### src/rtl/rr_arb_oht_if.sv
// Grant handshake bundle between the round-robin arbiter and its consumer.
// The arbiter side (master) presents the one-hot grant and its binary index;
// the consumer side (slave) drives the request lines and the ready strobe.
interface rr_arb_oht_if #(
    parameter int WIDTH = 16
) ();
    localparam int WIDTH_LOG = $clog2(WIDTH);

    logic [WIDTH-1:0]     req;
    logic                 gnt_vld;
    logic                 gnt_rdy;
    logic [WIDTH-1:0]     gnt_oht;
    logic [WIDTH_LOG-1:0] gnt_bin;
    logic [WIDTH_LOG-1:0] ptr;

    modport master (
        input  req,
        input  gnt_rdy,
        output gnt_vld,
        output gnt_oht,
        output gnt_bin,
        output ptr
    );

    modport slave (
        output req,
        output gnt_rdy,
        input  gnt_vld,
        input  gnt_oht,
        input  gnt_bin,
        input  ptr
    );
endinterface

### src/rtl/rr_arb_oht.sv
// Registered round-robin arbiter with a sticky one-hot grant held under a
// valid/ready handshake. The binary grant index comes combinationally from the
// grant register through an internal one-hot-to-binary encoder, so it adds no
// latency. The start pointer moves to one past the granted index only when a
// grant is actually transferred.
module rr_arb_oht #(
    parameter int WIDTH          = 16,
    parameter int SPLIT          = 4,
    parameter int IMPLEMENTATION = 0
) (
    input  logic          clk,
    input  logic          rst,
    rr_arb_oht_if.master  arb_if
);
    localparam int WIDTH_LOG = $clog2(WIDTH);
    localparam int NGRP      = (WIDTH + SPLIT - 1) / SPLIT;
    localparam logic [WIDTH_LOG-1:0] LAST_IDX = WIDTH_LOG'(WIDTH - 1);

    logic [WIDTH-1:0]     gnt_q;
    logic [WIDTH-1:0]     gnt_d;
    logic                 vld_q;
    logic                 vld_d;
    logic [WIDTH_LOG-1:0] ptr_q;
    logic [WIDTH_LOG-1:0] ptr_d;
    logic [WIDTH_LOG-1:0] ptr_inc_s;
    logic [WIDTH_LOG-1:0] ptr_sel_s;
    logic [WIDTH_LOG-1:0] gnt_bin_s;
    logic                 xfer_s;
    logic [WIDTH-1:0]     mask_s;
    logic [WIDTH-1:0]     masked_s;
    logic [WIDTH-1:0]     pick_s;

    // One-hot to binary encoder on the grant register (the oht2bin stage).
    generate
        if (IMPLEMENTATION == 0) begin : u_oht2bin
            logic [WIDTH_LOG-1:0] grp_bin_s [NGRP];

            // Split tree: OR the indices inside each SPLIT-wide group, then across groups.
            always_comb begin
                for (int g = 0; g < NGRP; g++) begin
                    grp_bin_s[g] = '0;
                end
                for (int i = 0; i < WIDTH; i++) begin
                    if (gnt_q[i]) begin
                        grp_bin_s[i / SPLIT] = grp_bin_s[i / SPLIT] | WIDTH_LOG'(i);
                    end else begin
                        grp_bin_s[i / SPLIT] = grp_bin_s[i / SPLIT];
                    end
                end
                gnt_bin_s = '0;
                for (int g = 0; g < NGRP; g++) begin
                    gnt_bin_s = gnt_bin_s | grp_bin_s[g];
                end
            end
        end else begin : u_oht2bin
            // Flat encoder: each index bit is the OR of the grant lines whose index has it set.
            always_comb begin
                gnt_bin_s = '0;
                for (int i = 0; i < WIDTH; i++) begin
                    if (gnt_q[i]) begin
                        gnt_bin_s = gnt_bin_s | WIDTH_LOG'(i);
                    end else begin
                        gnt_bin_s = gnt_bin_s;
                    end
                end
            end
        end
    endgenerate

    // Transfer detection and pointer advance; arbitration uses the advanced pointer on a transfer.
    always_comb begin
        xfer_s = vld_q & arb_if.gnt_rdy;
        if (gnt_bin_s == LAST_IDX) begin
            ptr_inc_s = '0;
        end else begin
            ptr_inc_s = gnt_bin_s + WIDTH_LOG'(1);
        end
        if (xfer_s) begin
            ptr_sel_s = ptr_inc_s;
            ptr_d     = ptr_inc_s;
        end else begin
            ptr_sel_s = ptr_q;
            ptr_d     = ptr_q;
        end
    end

    // Masked priority pick from the pointer upward, falling back to an unmasked pick to wrap.
    always_comb begin
        for (int i = 0; i < WIDTH; i++) begin
            mask_s[i] = (i >= int'(ptr_sel_s));
        end
        masked_s = arb_if.req & mask_s;
        if (|masked_s) begin
            pick_s = masked_s & (~masked_s + WIDTH'(1));
        end else begin
            pick_s = arb_if.req & (~arb_if.req + WIDTH'(1));
        end
    end

    // Grant is sticky until transferred; otherwise load the fresh arbitration result.
    always_comb begin
        if (vld_q && !arb_if.gnt_rdy) begin
            gnt_d = gnt_q;
        end else begin
            gnt_d = pick_s;
        end
        vld_d = |gnt_d;
    end

    // State registers: grant vector, its valid flag and the round-robin pointer.
    always_ff @(posedge clk or posedge rst) begin
        if (rst) begin
            gnt_q <= '0;
            vld_q <= 1'b0;
            ptr_q <= '0;
        end else begin
            gnt_q <= gnt_d;
            vld_q <= vld_d;
            ptr_q <= ptr_d;
        end
    end

    assign arb_if.gnt_vld = vld_q;
    assign arb_if.gnt_oht = gnt_q;
    assign arb_if.gnt_bin = gnt_bin_s;
    assign arb_if.ptr     = ptr_q;
endmodule

### src/flat_wrapper.sv
// flat-port wrapper written by rule: the top's interface ports become plain ports
module rr_arb_oht_flat 
#(
    parameter int WIDTH          = 16,
    parameter int SPLIT          = 4,
    parameter int IMPLEMENTATION = 0
)
  (clk, rst, arb_if_req, arb_if_gnt_rdy, arb_if_gnt_vld, arb_if_gnt_oht, arb_if_gnt_bin, arb_if_ptr);
  rr_arb_oht_if #(.WIDTH(WIDTH)) arb_if_i ();
  input  logic clk;
  input  logic rst;
  input wire logic [$bits(arb_if_i.req)-1:0] arb_if_req;
  input wire logic [$bits(arb_if_i.gnt_rdy)-1:0] arb_if_gnt_rdy;
  output wire logic [$bits(arb_if_i.gnt_vld)-1:0] arb_if_gnt_vld;
  output wire logic [$bits(arb_if_i.gnt_oht)-1:0] arb_if_gnt_oht;
  output wire logic [$bits(arb_if_i.gnt_bin)-1:0] arb_if_gnt_bin;
  output wire logic [$bits(arb_if_i.ptr)-1:0] arb_if_ptr;
  assign arb_if_i.req = arb_if_req;
  assign arb_if_i.gnt_rdy = arb_if_gnt_rdy;
  assign arb_if_gnt_vld = arb_if_i.gnt_vld;
  assign arb_if_gnt_oht = arb_if_i.gnt_oht;
  assign arb_if_gnt_bin = arb_if_i.gnt_bin;
  assign arb_if_ptr = arb_if_i.ptr;
  rr_arb_oht #(.WIDTH(WIDTH), .SPLIT(SPLIT), .IMPLEMENTATION(IMPLEMENTATION)) u_core (.clk(clk), .rst(rst), .arb_if(arb_if_i));
endmodule
### config.mk
export PLATFORM = sky130hd
export DESIGN_NAME = rr_arb_oht_flat
export DESIGN_NICKNAME = d
export VERILOG_FILES = /design/src/rtl/rr_arb_oht_if.sv /design/src/rtl/rr_arb_oht.sv /design/src/flat_wrapper.sv
export SDC_FILE = /design/constraint.sdc
export NUM_CORES = 1
export LEC_CHECK = 0
export BUFFER_PORTS_ARGS = -buffer_cell sky130_fd_sc_hd__buf_4
export CAP_MARGIN = 20
export CORE_MARGIN = 2
export CORE_UTILIZATION = 52
export CTS_CLUSTER_SIZE = 10
export DETAILED_ROUTE_END_ITERATION = 10
export GPL_TIMING_DRIVEN = 0
export HOLD_SLACK_MARGIN = 0.05
export PLACE_DENSITY = 0.9
export SLEW_MARGIN = 30
export SYNTH_ARGS = -nofsm -noshare
export SYNTH_HDL_FRONTEND = slang
export SYNTH_SLANG_ARGS = --single-unit
### constraint.sdc
create_clock -name clk -period 6.7 [get_ports clk]
set_clock_uncertainty 0.15 [all_clocks]
set_input_delay 0.335 -clock clk [delete_from_list [all_inputs] [get_ports clk]]
set_output_delay 0.335 -clock clk [all_outputs]
set_load 0.1 [all_outputs]
[After elaboration in Yosys (flattened, before gate mapping)]
Cells that the tools add are included.
Word-level totals
  logic and storage cells: 54
  register bits: 21
Operators by class
  $lt $le $gt $ge: 15
  reduce and logical (&&, ||, !) cells: 4
  equality and inequality tests: 1
  muxes and demuxes: 19
  bitwise logic cells: 9
  $add $sub $neg: 3
Operators by type and width (count)
  $and A16 B16 Y16: 3
  $mux W4: 10
  $add A16 B1 Y16 const B: 2
  $mux W16: 2
  $not A16 Y16: 2
  $reduce_or A16 Y1: 2
  $ge A4 B4 Y1 const A: 7
  $ge A3 B4 Y1 const A: 4
  $mux W3: 4
  $or A4 B4 Y4: 3
  $ge A1 B4 Y1 const A: 2
  $ge A2 B4 Y1 const A: 2
  $add A4 B1 Y4 const B: 1
  $eq A4 B4 Y1 const B: 1
  $mux W2: 2
  $and A1 B1 Y1: 1
  $logic_and A1 B1 Y1: 1
  $logic_not A1 Y1: 1
  $mux W1: 1

[Logic depth before layout (Yosys ltp)]
  depth after elaboration: 18
  mapped depth: 15
  depth with buffers taken out: 14

[Least setup slack after synthesis]
No wires, ideal clock.
  kind: register -> register
  start: register u_core.gnt_q[13] (netlist: u_core.arb_if.gnt_oht[13])
  end: register u_core.vld_q (netlist: u_core.arb_if.gnt_vld)
  data arrival time: 5.118 ns
  cell stages (with the launch flop): 14
  setup slack: 1.301 ns
  setup time: 0.131 ns
  clock period less this slack: 5.399 ns
  cells stage by stage: dfrtp_1 nor4_1 nand2_1 ha_1 and3_1 nor2_1 inv_1 nor4_1 o32ai_2 nand2_2 o311ai_1 or4_1 or4_1 or3_1
On the way
  longest elaborated chain between the ends: 15
  elaborated cells on any way between the ends: 31
  classes of those cells: add/sub: 2; order compare: 15; eq/ne: 1; mux: 7; bitwise: 4; reduce/logical: 2
RTL lines
  start, declared: RTL line rr_arb_oht.sv:19  | logic [WIDTH-1:0] gnt_q;
  start signal, assigned: RTL line rr_arb_oht.sv:117  | gnt_q <= gnt_d;
  $mux W4 * (3 in a row): RTL line rr_arb_oht.sv:44  | if (gnt_q[i]) begin
  $or A4 B4 Y4 *: RTL line rr_arb_oht.sv:52  | gnt_bin_s = gnt_bin_s | grp_bin_s[g];
  named net arb_if_gnt_bin[0]: RTL line flat_wrapper.sv:16  | output wire logic [$bits(arb_if_i.gnt_bin)-1:0] arb_if_gnt_bin;
  $add A4 B1 Y4 or $eq A4 B4 Y1 (tied branches): RTL line rr_arb_oht.sv:76, rr_arb_oht.sv:73
  $mux W4 *: RTL line rr_arb_oht.sv:73  | if (gnt_bin_s == LAST_IDX) begin
  $mux W4 *: RTL line rr_arb_oht.sv:78  | if (xfer_s) begin
  $ge A1 B4 Y1, or another cell as far along: RTL line rr_arb_oht.sv:90  | mask_s[i] = (i >= int'(ptr_sel_s));
  $and A16 B16 Y16 *: RTL line rr_arb_oht.sv:92  | masked_s = arb_if.req & mask_s;
  $not A16 Y16: RTL line rr_arb_oht.sv:94  | pick_s = masked_s & (~masked_s + WIDTH'(1));
  $add A16 B1 Y16: RTL line rr_arb_oht.sv:94
  $and A16 B16 Y16: RTL line rr_arb_oht.sv:94
  $mux W16 *: RTL line rr_arb_oht.sv:93  | if (|masked_s) begin
  $mux W16 *: RTL line rr_arb_oht.sv:102  | if (vld_q && !arb_if.gnt_rdy) begin
  named net u_core.gnt_d[12]: RTL line rr_arb_oht.sv:20  | logic [WIDTH-1:0] gnt_d;
  $reduce_or A16 Y1 *: RTL line rr_arb_oht.sv:107  | vld_d = |gnt_d;
  named net u_core.vld_d: RTL line rr_arb_oht.sv:22  | logic vld_d;
  end signal, assigned: RTL line rr_arb_oht.sv:118  | vld_q <= vld_d;
  end, declared: RTL line rr_arb_oht.sv:21  | logic vld_q;
The timed path passes the listed nets; every way through them passes the cells marked *.

[Worst setup path in the final report]
  start: register u_core.gnt_q[13] (netlist: u_core.arb_if.gnt_oht[13])
  end: register u_core.vld_q (netlist: u_core.arb_if.gnt_vld)
On the way
  longest elaborated chain between the ends: 15
  elaborated cells on any way between the ends: 31
  classes of those cells: add/sub: 2; order compare: 15; eq/ne: 1; mux: 7; bitwise: 4; reduce/logical: 2
RTL lines (RTL line)
  $mux W4 * (3 in a row): rr_arb_oht.sv:44
  $or A4 B4 Y4 *: rr_arb_oht.sv:52
  $add A4 B1 Y4 or $eq A4 B4 Y1 (tied branches): rr_arb_oht.sv:76, rr_arb_oht.sv:73
  $mux W4 *: rr_arb_oht.sv:73
  $mux W4 *: rr_arb_oht.sv:78
  $ge A1 B4 Y1, or another cell as far along: rr_arb_oht.sv:90
  $and A16 B16 Y16 *: rr_arb_oht.sv:92
  $not A16 Y16: rr_arb_oht.sv:94
  $add A16 B1 Y16: rr_arb_oht.sv:94
  $and A16 B16 Y16: rr_arb_oht.sv:94
  $mux W16 *: rr_arb_oht.sv:93
  $mux W16 *: rr_arb_oht.sv:102
  named net u_core.gnt_d[12]: rr_arb_oht.sv:20
  $reduce_or A16 Y1 *: rr_arb_oht.sv:107
  named net u_core.vld_d: rr_arb_oht.sv:22
Marked as above.

==> metrics.csv <==
stage;metric;value;unit
detailed_routing;First-pass DRT Iterations;5;
sta;fin crit share;73.5;%
yosys;async set or reset register ratio after synthesis;100;%
cells_and_area;Fill cells;305;
yosys;Cell Area, Synth;1890;um2
sta;FMAX;203;MHz
global_route;first-pass GRT wire length;10.4;mm
setup_path;Crit-path slowest cell;nor4_1;
run;total of max-cap violations;0;
clock_tree;Post-CTS Resized;0;
sta;Final Max Slew Viols;0;
floorplanning;core area;3420;um2
detailed_routing;Routed wire per std cell;20.0;um
cells_and_area;layout cells sized above 1;27.5;%
place;gpl congestion;1.01;
clock_tree;clk root buf;clkbuf_4;
floorplanning;io pins;44;
yosys;area fraction of the dominant cell type after synthesis;27.9;%
yosys;area leader, netlist;dfrtp_1;
setup_path;Worst Setup Start Kind;register;
detailed_routing;DRC;0;
clock_tree;hold buffers post-CTS;1;
clock_tree;CTS Sinks;21;
outcome;status;complete, no violations;
yosys;Gate Count Post-Synth;226;
floorplanning;Cell Rows;21;
sta;Hold Slack;131;ps
clock_tree;clk slew on worst S/H paths;140;ps
global_route;vias in the first global route;2086;
setup_path;slowest stage delay, CP;550;ps
floorplanning;initial core utilization;55.2;%
place;placed cell count;314;
setup_path;Worst Path Max Fanout;6;
sta;max_slew headroom;42.8;%
floorplanning;die width;64.2;um
yosys;Top FF cell, synth;dfrtp_1;
setup_path;Crit path arrival time;5010;ps
clock_tree;CTS tree;yes;
yosys;synth cell count leaders;nand2_1 (27), dfrtp_1 (21), nand3_1 (16);
yosys;Distinct cells, synth;70;
min_path;Hold Path Class;in -> reg;
sta;endpoints failing hold;0;
global_route;global route overflow;0;
clock_tree;postcts setup bufs;0;
yosys;most common cell in the synthesized netlist;nand2_1;
detailed_routing;remaining antenna violation count;0;
yosys;largest cells by area after synthesis;dfrtp_1 (28%), nand2_1 (5.4%), nand3_1 (4.2%), nand4_1 (3.3%), nor2_1 (3.0%);
cells_and_area;area delta synth->final;21.8;%
yosys;Mapped Avg Cell Area;8.34;um2
clock_tree;Inserted Clock Buffers;3;
yosys;Synth Register Bits;21;
yosys;Post-synth EDFFs;0;
sta;unrepaired setup endpoints after global routing;false;
cells_and_area;fin nets;294;
detailed_routing;Vias;2285;
global_route;largest net degree at the start of global routing;22;
floorplanning;DIE AREA;4120;um2
clock_tree;Max clock buf depth;2;
clock_tree;H-tree depth;1;
detailed_routing;vias per cell;7.16;
place;input/output buffers;42;
sta;final setup fails;0;
yosys;Ys Warns;0;
setup_path;critical path cell sequence;nor4_1, nand2_1, ha_1, and3_1, nor2_1, inv_1, nor4_1, o32ai_2, nand2_2, o311ai_1, or4_1, or4_1, or3_1;
clock_tree;clk_lat worst skew;330;ps
detailed_routing;DR iter-0 viols;313;
detailed_routing;total routed wirelength;6.37;mm
setup_path;Crit path required time;6780;ps
floorplanning;Die Ht;64.2;um
sta;worst-margin pin slew;858;ps
place;detailed placement HPWL;4.82;mm
sta;minimum clock period;4930;ps
setup_path;CP endpoint kind;register;
yosys;Mapped Nets;246;
global_route;GRT Overall Usage;32.3;%
sta;final setup TNS;0;ps
yosys;register area share after synthesis;27.9;%
cells_and_area;Antenna Cells;0;
cells_and_area;non-filler cells in the finished layout;319;
setup_path;Setup CP Type;reg -> reg;
global_route;initial antenna violation count;0;
## logic make-up (layout without fill, tap and decap cells)
kind of cell,count (synthesis),after routing,synth area share [%]
multiplexers,3,3,2.32
flip-flops,21,21,27.9
AO/OA/AOI/OAI,69,69,27.7
AND/OR/NAND/NOR,119,119,37.8
adder cells (fa/ha/maj),1,1,0.663
buffers and inverters,13,60,3.65
## metal layers
layer / part of all wire, % / track usage [%] / vias up
li1: - / - / 997
met1: 39 / 44.4 / 1046
met2: 45 / 51.0 / 200
met3: 12 / 4.93 / 42
met4: 4.0 / 12.5 / 0
met5: 0 / 0 / -
## critical path: cells and delay by family (launching register included)
kind / cells / cell delay (ps)
adders and majority gates: 1 / 330
DFF: 1 / 470
and+or+nand+nor: 9 / 3310
buffers and inverters: 1 / 150
AOI/OAI and AO/OA: 2 / 430
## state kept, by name, indices dropped and copies added, names as in the netlist
register               cells
u_core.arb_if.gnt_vld      1
u_core.arb_if.gnt_oht     16
u_core.arb_if.ptr          4
## cell usage in the layout (no fill, tap or decap), types with 3 or more instances in the layout
cell type,count
o211ai_1,6
nor2_1,15
a21oi_1,10
nor4_1,7
or4_4,3
o21ai_0,9
nand4_1,10
dfrtp_1,21
nor3_1,6
nand2_1,27
nand2b_1,3
and3_1,3
or4_1,6
a31oi_1,4
inv_1,5
nand3_1,16
a21boi_0,5
buf_4,44
o31ai_1,3
clkbuf_4,3
## per-stage QoR
stage,util [%],setup WS [ps],area [um2]
finish,67.2,1770,2300
detailed placement,66.1,1960,2260
floorplan,-,1300,1890
global placement,66.1,1970,2260
global route,67.2,1480,2300
CTS,67.2,1910,2300
## cell type report
cell class / instances / area (um2) / area share [%]
buffer: 6 / 41.3 / 1.80
clock buffer: 3 / 22.5 / 0.981
clock inverter: 1 / 5.00 / 0.218
inverter: 7 / 27.5 / 1.20
multi-input combinational: 192 / 1290 / 56.2
sequential: 21 / 526 / 22.9
tap: 46 / 57.6 / 2.51
timing repair buffer: 43 / 325 / 14.2
## worst paths after layout
path | from | to | slack [ps] | cells past startpoint
max in group asynchronous | rst | u_core.arb_if.gnt_oht[0]$_DFF_PP0_ | 5290 | 3
max reg2reg | u_core.arb_if.gnt_oht[13]$_DFF_PP0_ | u_core.arb_if.gnt_vld$_DFF_PP0_ | 1770 | 13
min reg2reg | u_core.arb_if.gnt_oht[0]$_DFF_PP0_ | u_core.arb_if.gnt_oht[0]$_DFF_PP0_ | 490 | 2
min | arb_if_req[7] | u_core.arb_if.gnt_oht[7]$_DFF_PP0_ | 130 | 3
min in group asynchronous | rst | u_core.arb_if.gnt_oht[11]$_DFF_PP0_ | 570 | 3
max | u_core.arb_if.gnt_oht[13]$_DFF_PP0_ | u_core.arb_if.gnt_vld$_DFF_PP0_ | 1770 | 13
Power is not shown: default switching activity piles up to over one toggle a cycle in this logic, so the estimate is an artifact.
